<file path="src/rtl/mpmc11_pkg.sv">
// mpmc11_pkg: shared state encoding and DRAM command codes for the mpmc11 controller
package mpmc11_pkg;
  typedef enum logic [2:0] {
    IDLE,
    PRESET1,
    PRESET2,
    PRESET3,
    WRITE_DATA0,
    WRITE_DATA1,
    READ_DATA0,
    READ_DATA1
  } mpmc11_state_t;
  localparam logic [2:0] CMD_WRITE = 3'b000;
  localparam logic [2:0] CMD_READ  = 3'b001;
endpackage

</file>
<file path="src/rtl/mpmc11_timeout_counter.sv">
// mpmc11_timeout_counter: counts enabled cycles since the last clear and flags the TMO-th one
module mpmc11_timeout_counter #(
  parameter int TMO = 1023
) (
  input  logic clk,
  input  logic rst,
  input  logic clr,
  input  logic en,
  output logic expired
);
  localparam int W = $clog2(TMO + 1);
  logic [W-1:0] cnt;
  assign expired = en && !clr && cnt == W'(TMO - 1);
  always_ff @(posedge clk)
    cnt <= (rst || clr) ? '0 : en ? cnt + 1'b1 : cnt;
endmodule

</file>
<file path="src/rtl/mpmc11_cmd_sequencer.sv">
// mpmc11_cmd_sequencer: walks one granted transaction through the preset, write and read phases
module mpmc11_cmd_sequencer
  import mpmc11_pkg::*;
#(
  parameter int BURST_WID = 6,
  parameter int TMO       = 1023
) (
  input  logic                 clk,
  input  logic                 rst,
  input  logic                 req,
  input  logic                 req_we,
  input  logic [BURST_WID-1:0] req_len,
  output logic                 req_ack,
  output mpmc11_state_t        state,
  input  logic                 mem_rdy,
  input  logic                 mem_wdf_rdy,
  input  logic                 mem_rd_valid,
  output logic                 mem_en,
  output logic [2:0]           mem_cmd,
  output logic                 mem_wdf_wren,
  output logic                 mem_wdf_end,
  output logic                 addr_inc,
  output logic                 rd_beat,
  output logic                 done,
  output logic                 err
);
  logic                 we_r;
  logic [BURST_WID-1:0] cmd_cnt;
  logic [BURST_WID-1:0] beat_cnt;
  logic                 rd_st;
  logic                 cmd_acc;
  logic                 beat;
  logic                 last_beat;
  logic                 last_wr;
  logic                 tmo_exp;
  assign rd_st        = state == READ_DATA0 || state == READ_DATA1;
  assign mem_en       = state == WRITE_DATA1 || state == READ_DATA0;
  assign mem_wdf_wren = state == WRITE_DATA0;
  assign mem_wdf_end  = mem_wdf_wren;
  assign cmd_acc      = mem_en && mem_rdy;
  assign beat         = rd_st && mem_rd_valid;
  assign last_beat    = beat && beat_cnt == '0;
  assign last_wr      = state == WRITE_DATA1 && mem_rdy && cmd_cnt == '0;
  mpmc11_timeout_counter #(.TMO(TMO)) u_tmo (
    .clk     (clk),
    .rst     (rst),
    .clr     (mem_rd_valid || state != READ_DATA1),
    .en      (state == READ_DATA1),
    .expired (tmo_exp)
  );
  always_ff @(posedge clk) begin
    if (rst) begin
      state    <= IDLE;
      we_r     <= 1'b0;
      cmd_cnt  <= '0;
      beat_cnt <= '0;
      mem_cmd  <= CMD_WRITE;
      req_ack  <= 1'b0;
      addr_inc <= 1'b0;
      rd_beat  <= 1'b0;
      done     <= 1'b0;
      err      <= 1'b0;
    end else begin
      req_ack  <= state == IDLE && req;
      addr_inc <= cmd_acc;
      rd_beat  <= beat;
      done     <= last_wr || last_beat || tmo_exp;
      err      <= tmo_exp;
      if (beat && beat_cnt != '0)
        beat_cnt <= beat_cnt - 1'b1;
      case (state)
        IDLE:
          if (req) begin
            we_r     <= req_we;
            cmd_cnt  <= req_len;
            beat_cnt <= req_len;
            state    <= PRESET1;
          end
        PRESET1: state <= PRESET2;
        PRESET2: state <= PRESET3;
        PRESET3: begin
          mem_cmd <= we_r ? CMD_WRITE : CMD_READ;
          state   <= we_r ? WRITE_DATA0 : READ_DATA0;
        end
        WRITE_DATA0:
          if (mem_wdf_rdy)
            state <= WRITE_DATA1;
        WRITE_DATA1:
          if (mem_rdy) begin
            if (cmd_cnt == '0) begin
              state <= IDLE;
            end else begin
              cmd_cnt <= cmd_cnt - 1'b1;
              state   <= WRITE_DATA0;
            end
          end
        READ_DATA0:
          if (last_beat) begin
            state <= IDLE;
          end else if (mem_rdy) begin
            if (cmd_cnt == '0)
              state <= READ_DATA1;
            else
              cmd_cnt <= cmd_cnt - 1'b1;
          end
        READ_DATA1:
          if (last_beat || tmo_exp)
            state <= IDLE;
        default: state <= IDLE;
      endcase
    end
  end
endmodule
</file>
<file path="config.mk">
export PLATFORM = sky130hd
export DESIGN_NAME = mpmc11_cmd_sequencer
export DESIGN_NICKNAME = d
export VERILOG_FILES = /design/src/rtl/mpmc11_pkg.sv /design/src/rtl/mpmc11_timeout_counter.sv /design/src/rtl/mpmc11_cmd_sequencer.sv
export SDC_FILE = /design/constraint.sdc
export NUM_CORES = 1
export LEC_CHECK = 0
export CORE_UTILIZATION = 54
export DETAILED_ROUTE_END_ITERATION = 7
export PLACE_DENSITY = 0.82
export SETUP_SLACK_MARGIN = 0.3
export SYNTH_ARGS = -nofsm -noshare
export SYNTH_HDL_FRONTEND = slang
export SYNTH_SLANG_ARGS = --single-unit
</file>
<file path="constraint.sdc">
create_clock -name clk -period 2.2 [get_ports clk]
set_input_delay 0.33 -clock clk [delete_from_list [all_inputs] [get_ports clk]]
set_output_delay 0.33 -clock clk [all_outputs]
set_load 0.02 [all_outputs]
</file>
==> impl_metrics.tcl, run 1 <==
set metrics [dict create \
    outcome "completed" \
    synth.mux.area_fraction 0.03057 \
    cp_cell_sequence "buf_4 > clkdlybuf4s50_1" \
    hold_viol 0 \
    chipHeight_um 62.32 \
    synthSimpleGateAreaFrac 0.2459 \
    drt_iter0_markers 114 \
    cp_top_family "buffers and inverters" \
    syn_inst 220 \
    slew_headroom 0.6062 \
    tightest_slew_ns 0.5854 \
    crit_arrival_ns 1.50 \
    p_per_area_mw_per_mm2 743.3 \
    syn_area_per_cell_um2 8.929 \
    htree_levels 2 \
    m1WireLength_mm 1.968 \
    ys_ff_latch 32 \
    die-area_mm2 0.003883 \
    wl_mm 4.445 \
    endpoint_kind "output pin" \
    grt_pass1_vias 1618 \
    crit_slowest_cell "clkdlybuf4s50_1" \
    netlist_area_mm2 0.001964 \
    cap_viol_max_count 0 \
    synthToLayoutAreaGrowth_pct 18.98 \
    synth_top_cells_by_count "dfxtp_1, nor2_1, nand2_1, inv_1, nor3_1" \
    wl_met2_mm 2.053 \
    cts_buffer_depth 2 \
    start_util 0.5751 \
    finalSetupViolCount 0 \
    fp.dieW_um 62.32 \
    fillers 284 \
    irDropWorstVdd_mv 0.5317 \
    criticalPathCategory "reg2out" \
    ys_async_sr_fraction 0 \
    fmax_mhz 547.5 \
    utilization 0.6842 \
    num_antenna_cells 0 \
    ant_nets 0 \
    antenna_found_initial 0 \
    drc_errors 0 \
    ios 27 \
    finalWeightedCongestion 0.8489 \
    grt_remaining_overflow 0 \
    finalSetupTns_ns 0 \
    wl_met3_um 328 \
    cts_root_buf "clkbuf_4" \
    drv_slew 0 \
    io_buffers 24 \
    vias 1737 \
    min_path_type "reg2reg" \
    fin_nets 266 \
    cts.sinks 32 \
    cpPeakStageDelay_ns 0.61 \
    path_buf_inv 2 \
    routed.top_layer "met4" \
    gr-usage-all-layers 0.2466 \
    worstPathMaxFanout 10 \
    period_share 0.8303 \
    ys.flop_type "dfxtp_1" \
    synthXorXnorAreaFrac 0.06624 \
    rsz0062_at_grt "false" \
    dpl.hpwl_mm 3.082 \
    cts_tree "yes" \
    synth_top_family_by_area "simple AND/OR/NAND/NOR gates" \
    crit_required_ns 1.87 \
    synth.largest_area_cell "dfxtp_1" \
    synth_compound_area_frac 0.2217 \
    drive_above_1_share 0.1606 \
    synthAdderAreaFrac 0.03185 \
    synth_most_common_cell "dfxtp_1" \
    coreArea_mm2 0.003416 \
    clk_latency_ns 0.35 \
    grt_pass1_wl_mm 7.445 \
    cts_made_buffers 5 \
    cts.clk_slew.worst_paths_ns 0.11 \
    synth_edf_count 0 \
    synth_warnings 0 \
    skew_ns 0.007869 \
    synth_cell_types 57 \
    critPathLaunchType "register" \
    synthDominantCellAreaShare 0.3261 \
    vias_per_cell 5.888 \
    grt_start_max_net_pins 21 \
    p_leak_uw 0.0008207 \
    rows 21 \
    synth_area_leaders "dfxtp_1, nor2_1, xnor2_1" \
    drt-pass1-iter-count 4 \
    seq_area_frac_synth 0.3261 \
    layout_min_cycle_time_ns 1.827 \
    r2r_setup_slack_ns 0.44 \
    wl_per_cell_um 15.07 \
]
==> stage by stage <==
step / power (µW) / setup WS [ns] / instance area [µm²] / hold slack [ns] / cells
detailed placement: 1252 / 0.2300 / 2231 / 0.4893 / 285
CTS: 1710 / 0.3610 / 2308 / 0.5081 / 293
floorplan: 1117 / 0.5105 / 1973 / 0.4355 / 221
global placement: 1241 / 0.2861 / 2231 / 0.4617 / 285
finish: 1737 / 0.3734 / 2337 / 0.5006 / 295
global route: 1828 / 0.3129 / 2337 / 0.5258 / 295
==> final cells by class <==
type | instances | area [µm²] | share of cell area
multi-input combinational | 163 | 1204 | 0.5150
sequential | 32 | 640.6 | 0.2741
timing repair buffer | 35 | 317.8 | 0.1360
tap | 46 | 57.56 | 0.02463
clock buffer | 6 | 41.29 | 0.01767
inverter | 11 | 41.29 | 0.01767
clock inverter | 2 | 35.03 | 0.01499
==> tightest hold or removal path: cells and delay by family (launching register included) <==
family / cells / cell delay, ns
DFF: 1 / 0.32
and+or+nand+nor: 1 / 0.09
AOI/OAI and AO/OA: 1 / 0.05
==> state kept, by name (all words and copies together), names as in the netlist <==
register and flops:
u_tmo.cnt 10, beat_cnt 6, cmd_cnt 6, state 3, addr_inc 1, done 1, err 1, mem_cmd 1
rd_beat 1, req_ack 1, we_r 1
==> cells by family after synthesis <==
| kind of cell | count (synthesis) |
|---|---|
| mux | 6 |
| simple gates | 87 |
| compound gates | 49 |
| other cells | 1 |
| fa+ha+maj | 5 |
| buf+inv | 26 |
| flops | 32 |
| xor+xnor | 14 |
==> metal layers <==
layer	global-route usage	vias up
met3	0.08272	12
li1	-	857
met1	0.3006	811
met2	0.3901	57
met4	0.1163	0
met5	0	-
==> path summary, 6_finish.rpt <==
path | startpoint | cells past startpoint | endpoint
setup / recovery | state[2]$_SDFFE_PP0P_ | 2 | state[2]
setup reg to reg | beat_cnt[0]$_SDFF_PP0_ | 6 | cmd_cnt[1]$_SDFFE_PP0P_
hold / removal | mem_cmd[0]$_SDFFE_PP0N_ | 2 | mem_cmd[0]$_SDFFE_PP0N_
hold reg to reg | mem_cmd[0]$_SDFFE_PP0N_ | 2 | mem_cmd[0]$_SDFFE_PP0N_
==> power by group <==
| part | leakage (µW) | internal [µW] | total, µW | switching (µW) |
|---|---|---|---|---|
| clock | 0.0000422 | 238 | 451 | 213 |
| combinational | 0.000518 | 269 | 605 | 336 |
| sequential | 0.000261 | 626 | 681 | 55.0 |
==> what timing repair did <==
| item | in CTS | in global routing |
|---|---|---|
| endpoints found under the hold margin | 0 | 0 |
| buffers inserted | 0 | 2 |
| cloned | 0 | 0 |
| hold buffers | 0 | 0 |
| pin swaps | 0 | 0 |
| endpoints found under the setup margin | 10 | 8 |
| gates resized for setup | 5 | 4 |
==> layout by cell type (no fill, tap or decap), types with 2 or more instances in the layout <==
cell and count:
nor3_1 9, nand2b_1 2, conb_1 2, nor4_1 4, dfxtp_1 32, clkdlybuf4s50_1 20, clkbuf_4 5, inv_1 11
or3_1 5, a221oi_1 2, nor3b_4 2, o31ai_1 2, nand3_1 6, nor3_2 2, a211oi_1 9, o21ai_0 5
xnor2_1 9, ha_1 5, o32ai_2 4, mux2i_1 6, buf_4 11, a21boi_0 3, nand4_1 4, dlygate4sd2_1 4
nor2_1 24, and3_1 3, a21oi_1 8, xor2_1 4, nand2_1 14
Power figures use the tool's default switching activity.
==> inputs of run 2 (changes only) <==
Settings changed: CORE_UTILIZATION 54 to 49, PLACE_DENSITY 0.82 to 0.78.
Clock period 2.2 ns to 1.6 ns, I/O delays scaled along.
==> impl_metrics.tcl, run 2 (synthesis gave the netlist of run 1 again) <==
set metrics [dict create \
    start_util 0.5247 \
    largest_reg_flops 10 \
    wl_mm 7.473 \
    grt_remaining_overflow 0 \
    p_per_area_mw_per_mm2 996.7 \
    skew_ns 0.002595 \
    cpPeakStageDelay_ns 0.33 \
    finalSetupViolCount 1 \
    outcome "complete, but fails checks" \
    mostFrequentLayoutCells "buf_4, buf_6, nor2_1" \
    fin_nets 319 \
    dpl.hpwl_mm 3.490 \
    vias_per_cell 6.326 \
    drt-pass1-iter-count 5 \
    drive_above_1_share 0.5397 \
    crit_arrival_ns 1.86 \
    rsz0062_at_grt "true" \
    cts.sinks 32 \
    m1WireLength_mm 3.109 \
    layout_min_cycle_time_ns 1.651 \
    ant_nets 0 \
    grt_pass1_vias 1862 \
    wl_met3_um 598 \
    htree_levels 2 \
    r2r_setup_slack_ns -0.05 \
    gr-usage-all-layers 0.2911 \
    top_register "u_tmo.cnt" \
    grt_start_max_net_pins 19 \
    rows 22 \
    critPathLaunchType "register" \
    whs_ns 0.4815 \
    r2r_start "cmd_cnt[0]$_SDFFE_PP0P_" \
    drv_slew 0 \
    seq_area_um2 669.4 \
    worstPathMaxFanout 3 \
    clk_latency_ns 0.30 \
    multi_input_area_mm2 0.001563 \
    period_share 1.032 \
    min_path_type "in2reg" \
    grt_pass1_wl_mm 9.218 \
    fillers 164 \
    reg.largest.list "u_tmo.cnt: 10 flops, beat_cnt: 6 flops, cmd_cnt: 6 flops" \
    drc_errors 0 \
    antenna_found_initial 0 \
    endpoint_kind "register" \
    vias 2214 \
    ios 27 \
    cts_tree "yes" \
    finalWeightedCongestion 0.8546 \
    coreArea_mm2 0.003744 \
    cts_root_buf "clkbuf_8" \
    synthToLayoutAreaGrowth_pct 66.94 \
    drt_iter0_markers 206 \
    cap_viol_max_count 0 \
    chipHeight_um 65.32 \
    fmax_mhz 605.7 \
    p_leak_uw 0.001269 \
    num_antenna_cells 0 \
    criticalPathCategory "reg2reg" \
    crit_required_ns 1.81 \
    crit_start "cmd_cnt[0]$_SDFFE_PP0P_" \
    hold_viol 0 \
    wl_met2_mm 3.520 \
    fp.dieW_um 65.32 \
    io_buffers 24 \
    finalSetupTns_ns -0.05095 \
    crit_top_cell "buf_4" \
    mostFrequentLayoutCell "buf_4" \
    wl_per_cell_um 21.35 \
    cts.clk_slew.worst_paths_ns 0.07 \
    failed_checks "setup timing" \
    fin_ws_ns -0.05095 \
    cts_made_buffers 5 \
    hp-start "mem_rd_valid" \
    cp_cell_sequence "buf_4 > nor4_2 > buf_4 > nor3b_1 > mux2i_1 > o32ai_2" \
    cts_buffer_depth 2 \
    crit_slowest_cell "dfxtp_2" \
    die-area_mm2 0.004266 \
    irDropWorstVdd_mv 0.6877 \
    routed.top_layer "met4" \
]
-- run 2: cell count changes in the layout (fill, tap and decap cells not counted), sizes merged --
cell and delta:
clkdlybuf4s50 -9, clkbuf +1, buf +57, or3 +1
dlymetal6s2s +1, dlygate4sd2 +2
-- run 2: metrics by stage --
stage | power (µW) | worst slack [ns] | instances | area [µm²] | util
5_1_grt | 3354 | -0.07276 | 350 | 3279 | 0.8760
2_1_floorplan | 1630 | 0.07209 | 221 | 2098 | -
6_report | 3268 | -0.05095 | 350 | 3279 | 0.8760
3_3_place_gp | 1908 | -0.1469 | 308 | 2521 | 0.6735
3_5_place_dp | 1930 | -0.1992 | 308 | 2521 | 0.6735
4_1_cts | 2877 | 0.05018 | 329 | 2932 | 0.7831
-- run 2: power breakdown --
group | leakage [µW] | internal [µW] | switching, µW
registers | 0.000269 | 868 | 99.4
clock network | 0.0000552 | 462 | 343
logic | 0.000945 | 774 | 722
total | 0.00127 | 2100 | 1160
-- run 2: final timing paths --
| kind | to | cells after the start |
|---|---|---|
| worst max-delay path | cmd_cnt[5]$_SDFFE_PP0P_ | 6 |
| worst min-delay path | u_tmo.cnt[1]$_SDFFE_PP0N_ | 4 |
| worst max register to register | cmd_cnt[5]$_SDFFE_PP0P_ | 6 |
| worst min register to register | we_r$_SDFFE_PP0P_ | 2 |
-- run 2: area by class of cell --
type | count | share of cell area
clock buffers | 6 | 0.02213
clock inverters | 2 | 0.01068
inverters | 11 | 0.01335
multi-input cells | 164 | 0.4765
flip-flops and latches | 32 | 0.2041
well taps | 48 | 0.01831
repair buffers | 87 | 0.2549
-- run 2: what timing repair did --
| action | CTS | global route |
|---|---|---|
| gates resized for setup | 79 | 48 |
| endpoints found under the setup margin | 41 | 34 |
| pin swaps | 25 | 26 |
| cloned | 1 | 1 |
| buffers inserted | 12 | 20 |
| hold buffers | 0 | 0 |
-- run 2: layer usage --
layer  track usage  up-vias
met4        0.1060        0
met5             0        -
met1        0.3953     1090
met3       0.06424       27
met2        0.4485      133
li1              -      964
-- run 2: worst max-delay path, delay by kind of cell (launching register included) --
| family | cells | cell delay (ns) |
|---|---|---|
| buffers and inverters | 2 | 0.29 |
| muxes | 1 | 0.16 |
| and+or+nand+nor | 2 | 0.48 |
| DFF | 1 | 0.33 |
| AOI/OAI and AO/OA | 1 | 0.29 |
==> inputs of run 3 (changes only) <==
Settings changed: CORE_UTILIZATION 49 to 51, CTS_BUF_LIST from default to sky130_fd_sc_hd__clkbuf_2 sky130_fd_sc_hd__clkbuf_4 sky130_fd_sc_hd__clkbuf_8, PLACE_DENSITY 0.78 to 0.81.
==> impl_metrics.tcl, run 3 (synthesis gave the netlist of run 1 again) <==
set metrics [dict create \
    tightest_slew_ns 0.5056 \
    top_register "u_tmo.cnt" \
    path_buf_inv 1 \
    p_int_uw 1842 \
    cp_cell_sequence "inv_2 > ha_4 > nor3b_4 > and4b_2 > a21o_4 > mux2i_1" \
    wl_per_cell_um 22.80 \
    dpl.hpwl_mm 3.442 \
    comb_power_share 0.460 \
    crit_required_ns 1.82 \
    rows 22 \
    coreArea_mm2 0.003689 \
    fillers 179 \
    p_leak_uw 0.001170 \
    crit_arrival_ns 1.90 \
    failed_checks "setup timing" \
    htree_levels 2 \
    place_area_mm2 0.002514 \
    cts_made_buffers 5 \
    gr-usage-all-layers 0.2978 \
    finalWeightedCongestion 0.8649 \
    fin_area_mm2 0.003159 \
    outcome "complete, but fails checks" \
    drive_above_1_share 0.5276 \
    die-area_mm2 0.004104 \
    rsz0062_at_grt "true" \
    slew_headroom 0.6625 \
    grt_pass1_vias 1842 \
    largest_reg_flops 10 \
    crit_slowest_cell "and4b_2" \
    cts_buffer_depth 2 \
    p_per_area_mw_per_mm2 947.8 \
    cts.clk_slew.worst_paths_ns 0.08 \
    p_clk_frac 0.213 \
    grt_remaining_overflow 0 \
    num_antenna_cells 0 \
    drv_slew 0 \
    cts_tree "yes" \
    fp.dieW_um 64.06 \
    irDropWorstVdd_mv 0.5512 \
    dp_cells 307 \
    mostFrequentLayoutCells "buf_4, buf_6, nor2_1, dfxtp_1, nand2_1" \
    fmax_mhz 597.3 \
    grt_start_max_net_pins 20 \
    chipHeight_um 64.06 \
    fin_ws_ns -0.07408 \
    whs_ns 0.5421 \
    drt-pass1-iter-count 5 \
    grt_pass1_wl_mm 9.149 \
    wl_mm 7.705 \
    finalSetupViolCount 10 \
    ios 27 \
    hold_viol 0 \
    cpPeakStageDelay_ns 0.41 \
    ant_nets 0 \
    p_switching_uw 1152 \
    antenna_found_initial 0 \
    cts.sinks 32 \
    seq_area_um2 670.6 \
    reg.largest.list "u_tmo.cnt: 10 flops, beat_cnt: 6 flops, cmd_cnt: 6 flops" \
    layout_min_cycle_time_ns 1.674 \
    drt_iter0_markers 249 \
    instances_no_fill 338 \
    drc_errors 0 \
    vias 2193 \
    io_buffers 24 \
    cts_hold_buf 0 \
    start_util 0.5326 \
    cp_top_family "simple AND/OR/NAND/NOR gates" \
    period_share 1.046 \
    criticalPathCategory "reg2reg" \
    vias_per_cell 6.488 \
    skew_ns 0.01152 \
    endpoint_kind "register" \
    worstPathMaxFanout 7 \
    critPathLaunchType "register" \
    clk_latency_ns 0.30 \
    cts_root_buf "clkbuf_8" \
    fin_nets 308 \
    multi_input_area_mm2 0.001599 \
    cap_viol_max_count 0 \
    min_path_type "reg2reg" \
    mostFrequentLayoutCell "buf_4" \
    synthToLayoutAreaGrowth_pct 60.83 \
    seqPwrFrac 0.327 \
    swShare 0.3847 \
]
run 3: changes by cell type in the layout (fill, tap and decap cells not counted), moves of 2 or more:
cell / delta
xnor2_1: -2
xnor2_2: +2
buf_8: -2
xor2_2: +2
o21ai_2: +2
buf_4: -8
and3_4: +2
a21oi_2: -2
and3_1: -2
dfxtp_2: -2
run 3: worst paths after layout:
kind,startpoint,endpoint,slack (ns),cells after the start
max reg2reg,beat_cnt[0]$_SDFF_PP0_,cmd_cnt[1]$_SDFFE_PP0P_,-0.07,6
min,u_tmo.cnt[0]$_SDFFE_PP0N_,u_tmo.cnt[0]$_SDFFE_PP0N_,0.54,2
min reg2reg,u_tmo.cnt[0]$_SDFFE_PP0N_,u_tmo.cnt[0]$_SDFFE_PP0N_,0.54,2
max,beat_cnt[0]$_SDFF_PP0_,cmd_cnt[1]$_SDFFE_PP0P_,-0.07,6
run 3: stage by stage:
step	total power (µW)	TNS (ns)	setup WS [ns]	utilization
after global placement	1880	-1.239	-0.1507	0.6815
final	2994	-0.4034	-0.07408	0.8565
after detailed placement	1907	-1.701	-0.1970	0.6815
after CTS	2665	0	0.01107	0.7680
after floorplan	1630	0	0.07209	-
after global routing	3087	-0.8270	-0.1122	0.8565
run 3: layout make-up:
cell class	count	share of cell area
clock buffers	6	0.02416
clock inverters	1	0.001584
inverters	11	0.01307
multi-input cells	164	0.5061
flip-flops and latches	32	0.2123
well taps	48	0.01901
repair buffers	76	0.2238
run 3: power by group through the flow:
stage               combinational [µW]  clock (µW)  sequential (µW)
finish                            1380         639              979
CTS                               1090         618              959
detailed placement                 921           0              986
global placement                   898           0              982
global route                      1430         674              983
floorplan                          660           0              970
run 3: worst reg2reg max path, delay by kind of cell, from the launching register on:
| kind | cells | cell delay (ns) |
|---|---|---|
| adders and majority gates | 1 | 0.13 |
| AOI/OAI and AO/OA | 1 | 0.17 |
| and+or+nand+nor | 2 | 0.71 |
| buffers and inverters | 1 | 0.08 |
| muxes | 1 | 0.17 |
| DFF | 1 | 0.34 |
run 3: routing by layer:
layer	share of wire	up-vias	global-route usage
met5	0	-	0
met4	0.042	0	0.1108
met2	0.49	147	0.4880
li1	-	942	-
met3	0.063	40	0.05536
met1	0.40	1064	0.3855
run 3: what timing repair did:
item,in CTS,in global routing
buffers inserted,15,7
gates resized for setup,63,61
setup endpoints to repair,41,34
pin swaps,19,29
gates cloned,1,1
